<file path="config.mk">
export PLATFORM = sky130hd
export DESIGN_NAME = trace_sequencer_multi_flat
export DESIGN_NICKNAME = d
export VERILOG_FILES = /design/src/rtl/trace_seq_pkg.sv /design/src/rtl/trace_sequencer_multi_if.sv /design/src/rtl/trace_seq_lane.sv /design/src/rtl/trace_sequencer_multi.sv /design/src/flat_wrapper.sv
export SDC_FILE = /design/constraint.sdc
export NUM_CORES = 1
export LEC_CHECK = 0
export ABC_CLOCK_PERIOD_IN_PS = 3200
export BUFFER_PORTS_ARGS = -buffer_cell sky130_fd_sc_hd__buf_4
export CORE_ASPECT_RATIO = 0.9
export CORE_MARGIN = 8
export CORE_UTILIZATION = 45
export DETAILED_ROUTE_END_ITERATION = 16
export HOLD_SLACK_MARGIN = 0.15
export RECOVER_POWER = 50
export SLEW_MARGIN = 20
export SYNTH_ARGS = -nofsm -noshare
export SYNTH_HDL_FRONTEND = slang
export SYNTH_HIERARCHICAL = 1
export SYNTH_SLANG_ARGS = --single-unit
</file>
<file path="constraint.sdc">
create_clock -name clock -period 3.2 [get_ports clock]
set_input_delay 0.48 -clock clock [delete_from_list [all_inputs] [get_ports clock]]
set_output_delay 0.48 -clock clock [all_outputs]
set_load 0.01 [all_outputs]
</file>
<file path="src/rtl/trace_seq_pkg.sv">
// ----------------------------------------------------------------------------
// trace_seq_pkg
// Shared constants and helpers for the trace sequencer.
//   CHAR_HI / CHAR_HI_ALT : characters that decode to logic 1 ("-" and "1")
//   CHAR_LO               : idle character "_" (decodes to 0, as does any other byte)
//   MAX_LEN               : longest trace (in characters) that char_at can address
//   char_at(str,len,idx)  : byte at character index idx (0 = leftmost) of a
//                           right-aligned len-character string
//   is_high(c)            : decode of one trace character
// Optional feature macro used elsewhere in this slice: TRACE_SEQ_HICNT_EN.
// ----------------------------------------------------------------------------
package trace_seq_pkg;

    localparam logic [7:0] CHAR_HI     = "-";
    localparam logic [7:0] CHAR_HI_ALT = "1";
    localparam logic [7:0] CHAR_LO     = "_";

    // Strings are zero-extended to this many characters before indexing, so
    // one function serves every LEN up to this bound.
    localparam int MAX_LEN = 1024;

    function automatic logic [7:0] char_at(input logic [MAX_LEN*8-1:0] str,
                                           input int len, input int idx);
        return str[8*(len-1-idx) +: 8];
    endfunction

    function automatic logic is_high(input logic [7:0] c);
        logic hi;
        case (c)
            CHAR_HI, CHAR_HI_ALT: hi = 1'b1;
            CHAR_LO:              hi = 1'b0;
            default:              hi = 1'b0;
        endcase
        return hi;
    endfunction

endpackage

</file>
<file path="src/rtl/trace_sequencer_multi_if.sv">
// ----------------------------------------------------------------------------
// trace_sequencer_multi_if
// Control/status bundle of the trace sequencer.
//   en, restart  : advance / return-to-start requests (from the controller)
//   out[NCH]     : decoded trace bits at the current index
//   t_idx        : current character index
//   done         : end of trace reached (hold mode)
//   wrap_pulse   : one-cycle flag after a loop-back (loop mode)
//   hi_cnt       : per-lane high-cycle counters, lane k at [k*CNTW +: CNTW]
//                  (only when TRACE_SEQ_HICNT_EN is defined)
// Modports: master = controller driving en/restart, slave = sequencer.
// ----------------------------------------------------------------------------
interface trace_sequencer_multi_if #(
    parameter int NCH  = 4,
    parameter int LEN  = 32,
    parameter int CNTW = 16
);
    localparam int IW = (LEN > 1) ? $clog2(LEN) : 1;

    logic           en;
    logic           restart;
    logic [NCH-1:0] out;
    logic [IW-1:0]  t_idx;
    logic           done;
    logic           wrap_pulse;

`ifdef TRACE_SEQ_HICNT_EN
    logic [NCH*CNTW-1:0] hi_cnt;

    modport master (output en, restart, input out, t_idx, done, wrap_pulse, hi_cnt);
    modport slave  (input en, restart, output out, t_idx, done, wrap_pulse, hi_cnt);
`else
    modport master (output en, restart, input out, t_idx, done, wrap_pulse);
    modport slave  (input en, restart, output out, t_idx, done, wrap_pulse);
`endif

    if (CNTW < 1) begin : g_bad_cntw
        $error("trace_sequencer_multi_if: CNTW must be >= 1");
    end

endinterface

</file>
<file path="src/rtl/trace_seq_lane.sv">
// ----------------------------------------------------------------------------
// trace_seq_lane
// One output channel: decodes the character of its trace string at t_idx.
//   str     : LEN characters, leftmost character in the top byte
//   t_idx   : current character index (shared by all lanes)
//   hi      : decoded bit, combinational from t_idx
// With TRACE_SEQ_HICNT_EN defined it also keeps a saturating count of the
// advancing edges on which hi was 1 (ports clock, reset, en, restart, hi_cnt).
// ----------------------------------------------------------------------------
module trace_seq_lane
    import trace_seq_pkg::*;
#(
    parameter int LEN = 32
`ifdef TRACE_SEQ_HICNT_EN
    , parameter int CNTW = 16
`endif
) (
`ifdef TRACE_SEQ_HICNT_EN
    input  logic                              clock,
    input  logic                              reset,
    input  logic                              en,
    input  logic                              restart,
    output logic [CNTW-1:0]                   hi_cnt,
`endif
    input  logic [LEN*8-1:0]                  str,
    input  logic [((LEN>1)?$clog2(LEN):1)-1:0] t_idx,
    output logic                              hi
);
    localparam int SW = MAX_LEN * 8;

    logic [SW-1:0] str_ext;

    assign str_ext = SW'(str);
    assign hi      = is_high(char_at(str_ext, LEN, int'(t_idx)));

`ifdef TRACE_SEQ_HICNT_EN
    logic [CNTW-1:0] cnt_reg;

    always_ff @(posedge clock or posedge reset) begin
        if (reset) begin
            cnt_reg <= '0;
        end else if (restart) begin
            cnt_reg <= '0;
        end else if (en && hi && (cnt_reg != {CNTW{1'b1}})) begin
            cnt_reg <= cnt_reg + 1'b1;
        end
    end

    assign hi_cnt = cnt_reg;
`endif

endmodule

</file>
<file path="src/rtl/trace_sequencer_multi.sv">
// ----------------------------------------------------------------------------
// trace_sequencer_multi
// Plays NCH character-string traces, one character per clock, as NCH bits.
//   clock   : rising-edge clock
//   reset   : asynchronous, active-high; returns the index to 0
//   bus     : trace_sequencer_multi_if.slave (en, restart in; out, t_idx,
//             done, wrap_pulse and optionally hi_cnt out)
// Parameters: NCH channels, LEN characters per trace, WRAP (0 hold / 1 loop),
// TRACES (channel k at [(NCH-k)*LEN*8-1 -: LEN*8]), CNTW counter width.
// Optional feature macro: TRACE_SEQ_HICNT_EN (per-lane high-cycle counters).
// ----------------------------------------------------------------------------
module trace_sequencer_multi
    import trace_seq_pkg::*;
#(
    parameter int                  NCH    = 4,
    parameter int                  LEN    = 32,
    parameter int                  WRAP   = 0,
    parameter logic [NCH*LEN*8-1:0] TRACES = {NCH*LEN{"_"}},
    parameter int                  CNTW   = 16
) (
    input  logic                   clock,
    input  logic                   reset,
    trace_sequencer_multi_if.slave bus
);
    localparam int            IW   = (LEN > 1) ? $clog2(LEN) : 1;
    localparam logic [IW-1:0] LAST = IW'(LEN - 1);

    logic [IW-1:0]  t_idx_reg, t_idx_next;
    logic           wrap_reg, wrap_next;
    logic [NCH-1:0] out_bits;

    // Restart beats en; the last index either saturates or loops back, and the
    // comparison against LAST (not the all-ones value) handles non-power-of-2 LEN.
    always_comb begin
        t_idx_next = t_idx_reg;
        wrap_next  = 1'b0;
        if (bus.restart) begin
            t_idx_next = '0;
        end else if (bus.en) begin
            if (t_idx_reg == LAST) begin
                if (WRAP != 0) begin
                    t_idx_next = '0;
                    wrap_next  = 1'b1;
                end
            end else begin
                t_idx_next = t_idx_reg + 1'b1;
            end
        end
    end

    always_ff @(posedge clock or posedge reset) begin
        if (reset) begin
            t_idx_reg <= '0;
            wrap_reg  <= 1'b0;
        end else begin
            t_idx_reg <= t_idx_next;
            wrap_reg  <= wrap_next;
        end
    end

`ifdef TRACE_SEQ_HICNT_EN
    logic [NCH*CNTW-1:0] hi_cnt_bits;
`endif

    for (genvar gi = 0; gi < NCH; gi++) begin : g_lane
        trace_seq_lane #(
            .LEN  (LEN)
`ifdef TRACE_SEQ_HICNT_EN
            , .CNTW (CNTW)
`endif
        ) u_lane (
`ifdef TRACE_SEQ_HICNT_EN
            .clock   (clock),
            .reset   (reset),
            .en      (bus.en),
            .restart (bus.restart),
            .hi_cnt  (hi_cnt_bits[gi*CNTW +: CNTW]),
`endif
            .str     (TRACES[(NCH-gi)*LEN*8-1 -: LEN*8]),
            .t_idx   (t_idx_reg),
            .hi      (out_bits[gi])
        );
    end

`ifdef TRACE_SEQ_HICNT_EN
    assign bus.hi_cnt = hi_cnt_bits;
`endif

    assign bus.out        = out_bits;
    assign bus.t_idx      = t_idx_reg;
    assign bus.wrap_pulse = wrap_reg;
    assign bus.done       = (WRAP == 0) && (t_idx_reg == LAST);

    if (NCH < 1 || LEN < 2 || LEN > MAX_LEN || CNTW < 1) begin : g_bad_params
        $error("trace_sequencer_multi: invalid NCH/LEN/CNTW");
    end

endmodule

</file>
<file path="src/flat_wrapper.sv">
// flat-port wrapper written by rule: the top's interface ports become plain ports
module trace_sequencer_multi_flat import trace_seq_pkg::*;
#(
    parameter int                  NCH    = 4,
    parameter int                  LEN    = 32,
    parameter int                  WRAP   = 0,
    parameter logic [NCH*LEN*8-1:0] TRACES = {NCH*LEN{" "}},
    parameter int                  CNTW   = 16
)
  (clock, reset, bus_en, bus_restart, bus_out, bus_t_idx, bus_done, bus_wrap_pulse);
  trace_sequencer_multi_if #(.NCH(NCH), .LEN(LEN), .CNTW(CNTW)) bus_i ();
  input  logic clock;
  input  logic reset;
  input wire logic [$bits(bus_i.en)-1:0] bus_en;
  input wire logic [$bits(bus_i.restart)-1:0] bus_restart;
  output wire logic [$bits(bus_i.out)-1:0] bus_out;
  output wire logic [$bits(bus_i.t_idx)-1:0] bus_t_idx;
  output wire logic [$bits(bus_i.done)-1:0] bus_done;
  output wire logic [$bits(bus_i.wrap_pulse)-1:0] bus_wrap_pulse;
  assign bus_i.en = bus_en;
  assign bus_i.restart = bus_restart;
  assign bus_out = bus_i.out;
  assign bus_t_idx = bus_i.t_idx;
  assign bus_done = bus_i.done;
  assign bus_wrap_pulse = bus_i.wrap_pulse;
  trace_sequencer_multi #(.NCH(NCH), .LEN(LEN), .WRAP(WRAP), .TRACES(TRACES), .CNTW(CNTW)) u_core (.clock(clock), .reset(reset), .bus(bus_i));
endmodule
</file>
Word level (Yosys, flattened, before mapping)
Cells that the tools add are included.
Operators by class
  add/subtract/negate cells: 2
  equal/unequal tests: 4
  shifts and indexed selects: 1
  muxes and demuxes: 4
  reduce and logical (&&, ||, !) cells: 3
Operators by type and width (count)
  8192-bit by 32-bit indexed part select with 8-bit output (first input constant): 1
  8-bit by 6-bit equality test with 1-bit output (second input constant): 2
  5-bit two-way mux: 3
  5-bit by 5-bit subtractor with 6-bit output (first input constant): 1
  5-bit by 1-bit adder with 5-bit output (second input constant): 1
  5-bit equality test (second input constant): 1
  2-bit inequality test (second input constant): 1
  2-bit AND reduction: 1
  2-bit nonzero test: 1
  2-bit OR reduction: 1
  1-bit two-way mux: 1
Storage, ports and cells
  flip-flop bits (word level): 5
  bits of input ports: 4
  output and inout bits: 11
  logic and storage cells: 15

Longest topological paths before layout
  depth after elaboration: 5
  gate-level depth with buffers: 11
  mapped depth without buffers: 6

Modules after synthesis
The synthesis kept the hierarchy.
By module, submodules not included
  trace_seq_lane: instances 4, cells each 179, area an instance 1803.0 µm², seq. area each 0.0 µm²
  trace_sequencer_multi: instances 1, cells each 29, area an instance 276.5 µm², seq. area each 125.1 µm²

Least setup slack after synthesis
No wires, ideal clock.
  kind: reg2reg
  start point: register u_core.t_idx_reg[1] (netlist: u_core/bus.t_idx[1])
  end point: register u_core.t_idx_reg[3] (netlist: u_core/bus.t_idx[3])
  library setup time: 0.077 ns
  arrival: 1.874 ns
  required time: 3.123 ns
  slack: 1.249 ns
  cell stages (with the launch flop): 7
  path buffers: 0
  clock period less this slack: 1.951 ns
  path through: dfrtp_1 -> ha_1 -> and3_1 -> ha_1 -> nand2b_4 -> or3_1 -> a21oi_1
Between the ends
  elaborated cells between the ends (all ways): 7
  those cells by class: add/sub: 1; eq/ne: 2; mux: 3; reduce/logical: 1
RTL lines
  from (decl): RTL line trace_sequencer_multi.sv:28  | logic [IW-1:0] t_idx_reg, t_idx_next;
  from (signal assigned): RTL line trace_sequencer_multi.sv:56  | t_idx_reg <= t_idx_next;
  5-bit equality test
  via bus_done: RTL line flat_wrapper.sv:18  | output wire logic [$bits(bus_i.done)-1:0] bus_done;
  2-bit inequality test (no line)
  2-bit AND reduction (no line)
The timed path passes the listed nets, and every way through them passes these cells. The select of a mux whose other input is x is not followed.
A chain may end at the register's enable or synchronous reset.

Worst setup path after layout
  start point: register u_core.t_idx_reg[4] (netlist: u_core/bus.t_idx[4])
  end point: output bus_t_idx[4]
RTL lines
  to (decl): RTL line flat_wrapper.sv:17  | output wire logic [$bits(bus_i.t_idx)-1:0] bus_t_idx;
No word-level cell between the ends.

==> run summary <==
largest cells by area after synthesis: mux4_2 40%, mux4_1 9.8%, nand2_1 4.0%, nor2_1 3.3%, o221ai_1 3.3%
routed length per instance: 7.63 microns
worst-path cell chain: clkbuf_1 -> buf_4
Reg2Reg Launch Point: u_core/bus.t_idx[0]
Mapped Area: 0.00749 sq mm
worst hold slack: 0.160 ns
WP data arrival: 1.91 ns
end of the critical path: bus_t_idx[4]
clk slew on worst S/H paths: 0.03 ns
TNS Setup: 0 ns
Clock Latency Late Sink: 0.22 ns
die width: 152 microns
# DRC: 0
critical-path maximum fanout: 26
post-synthesis register bit count: 5
Overflow after GRT: 0
CTS tree: built
Nets: 1731
Main synth FF type: dfrtp_1
DRT antenna net count: 0
worst vdd ir: 0.000173 V
Setup crit start: u_core/bus.t_idx[4]
Post-synth EDFFs: 0
FF-to-FF path depth: 6
number of synthesis warnings: 6
Post-CTS Resized: 0
die area: 0.0210 sq mm
design area: 0.0114 sq mm
Slew Viols, Final: 0
setup bufs post-CTS: 0
Tmin final: 2.39 ns
first-pass GRT wire length: 27600 microns
routed vias/inst: 3.97
CP max stage delay: 1.03 ns
Power Density: 128 mW/mm^2
CTS Root Cell: clkbuf_16
Rows: 44
Initial Utilization: 46.3%
max reg flops: 5
slowest CP cell: clkbuf_1
hold buffers post-CTS: 0
vias in the first global route: 6925
Tightest Pin Transition: 1.40 ns
Max Clock Skew: 0.00179 ns
area leader, netlist: mux4_2
FF-to-FF End: u_core/bus.t_idx[3]
top-area cell type share of the netlist area: 39.7%
core box area: 0.0162 sq mm
Synth Area per Inst: 10.1 sq um
number of I/O pins: 15
flop2flop setup slack: 1.06 ns
period utilization: 74.6%
Tot GR Track Use: 14.6%
status: finished clean
Antenna Cells: 0
Port Buffers: 9
maxcap violations: 0
Final Hold Vio Count: 0
Synth Instances: 745
crit-path leading delay family: buffers and inverters
DP Wirelength: 11400 microns
stages on the worst setup path: 2
Post-DP Area: 0.0113 sq mm
worst rel slew slack: 6.77%
worst path required time: 2.72 ns
Iteration-0 DRC Markers: 267
LEAKAGE: 5.28 nW
gp weighted congestion: 0.752
largest net degree at the start of global routing: 94
synth-to-layout area growth: 51.8%
share of cells above drive strength 1: 10.8%
sequential-to-total area share from yosys stat: 1.67%
Peak Freq: 419 MHz
Die Y: 138 microns
synth unique cells: 49
initial antenna violation count: 0
drt first pass iters: 4
Worst setup EP type: primary output
routed via count: 7659
HP Class: in -> async
Worst setup SP type: flop
H-tree depth: 1
TritonCTS Sinks: 5
final WL: 14700 microns
WP buf/inv: 2
CTS buffer count: 3
CP Class: reg -> out
asr flop ratio synth: 100%
Clock Path Buffers: 2
RSZ-0062 raised after global routing: false
final setup vio count: 0
placed cells by master, fill, tap and decap left out, types with 5 or more instances in the layout:
cell       Yosys  routed
nand3_1        9       9
nor2b_1       12      12
buf_4         17      17
nor4b_1       16      16
o2111ai_1      8       8
nor2_1        66      66
mux4_1        28      28
a21oi_1       23      23
o221ai_1      28      28
nand2_1       80      80
a211o_1       12      12
or3b_2        12      12
mux4_2       132     132
a22oi_1       24      24
nor3_1        28      28
o2111a_1      12      12
o32ai_1       24      24
inv_1         29      29
conb_1         2    1025
nand2b_1      32      32
mux2_2        12      12
nand3b_1       5       5
o311ai_0      16      16
o21ai_0        5       5
synth_stat cells, types with 2 or more instances:
library cell,instances
buf_4,17
ha_1,2
o32ai_1,24
or2_0,4
mux4_1,28
mux2_2,12
o21ai_1,4
a22oi_1,24
conb_1,2
a2111oi_0,4
a21oi_2,4
dfrtp_1,5
buf_1,8
clkbuf_1,16
o311ai_0,16
nand2b_1,32
nand3_1,9
nor3_1,28
o211ai_1,4
nand3b_1,5
o2111ai_1,8
a21boi_0,4
and2_1,4
nor2b_1,12
a21oi_1,23
nand2_1,80
buf_12,4
nand4_1,4
a21o_1,4
a22o_1,4
clkinv_1,4
inv_1,29
o2111a_1,12
nor2_1,66
o21ai_0,5
o221ai_1,28
a221oi_1,4
buf_2,16
mux4_2,132
nor4b_1,16
buf_6,8
or3b_2,12
a211o_1,12
metal layers:
layer / part of all wire, % / GRT usage [%]
met2: 54 / 30.2
met5: 0 / 0
met4: 0.46 / 1.30
met3: 0.64 / 0.279
met1: 45 / 16.9
worst min path at each step:
stage | startpoint | endpoint | slack [ns]
2_1_floorplan | reset | u_core/bus.t_idx[0] | 0.26
3_3_place_gp | reset | u_core/bus.t_idx[2] | 0.40
4_1_cts | reset | u_core/bus.t_idx[1] | 0.17
3_5_place_dp | reset | u_core/bus.t_idx[0] | 0.40
5_1_grt | reset | u_core/bus.t_idx[1] | 0.18
6_report | reset | u_core/bus.t_idx[1] | 0.16
through the flow:
stage,total power [W],util (%),instances,setup slack (ns)
after floorplan,0.00117,-,1768,1.25
after global routing,0.00164,70.2,1931,0.668
after CTS,0.00138,70.2,1930,0.970
after detailed placement,0.00118,69.7,1926,1.13
after global placement,0.00118,69.7,1926,1.13
final,0.00146,70.2,1931,0.813
area by class of cell:
type                    count  area, sq um
inverters                  33          124
repair buffers             21          163
fillers                  1511         4820
multi-input cells        1661        10600
flip-flops and latches      5          134
clock buffers               4         78.8
well taps                 207          259
power by group:
part | switching [W] | total (W) | internal, W
registers | 0.0000298 | 0.0000971 | 0.0000673
clock network | 0.0000400 | 0.000205 | 0.000165
logic | 0.000537 | 0.00115 | 0.000618
logic make-up after synthesis:
family	synth area share, %
adders and majority gates	0.334
buffers and inverters	7.90
other	0.100
muxes	51.3
xor gates and xnor gates	0.234
AOI/OAI and AO/OA	19.7
and+or+nand+nor	18.7
DFF	1.67
Power figures use the tool's default switching activity.
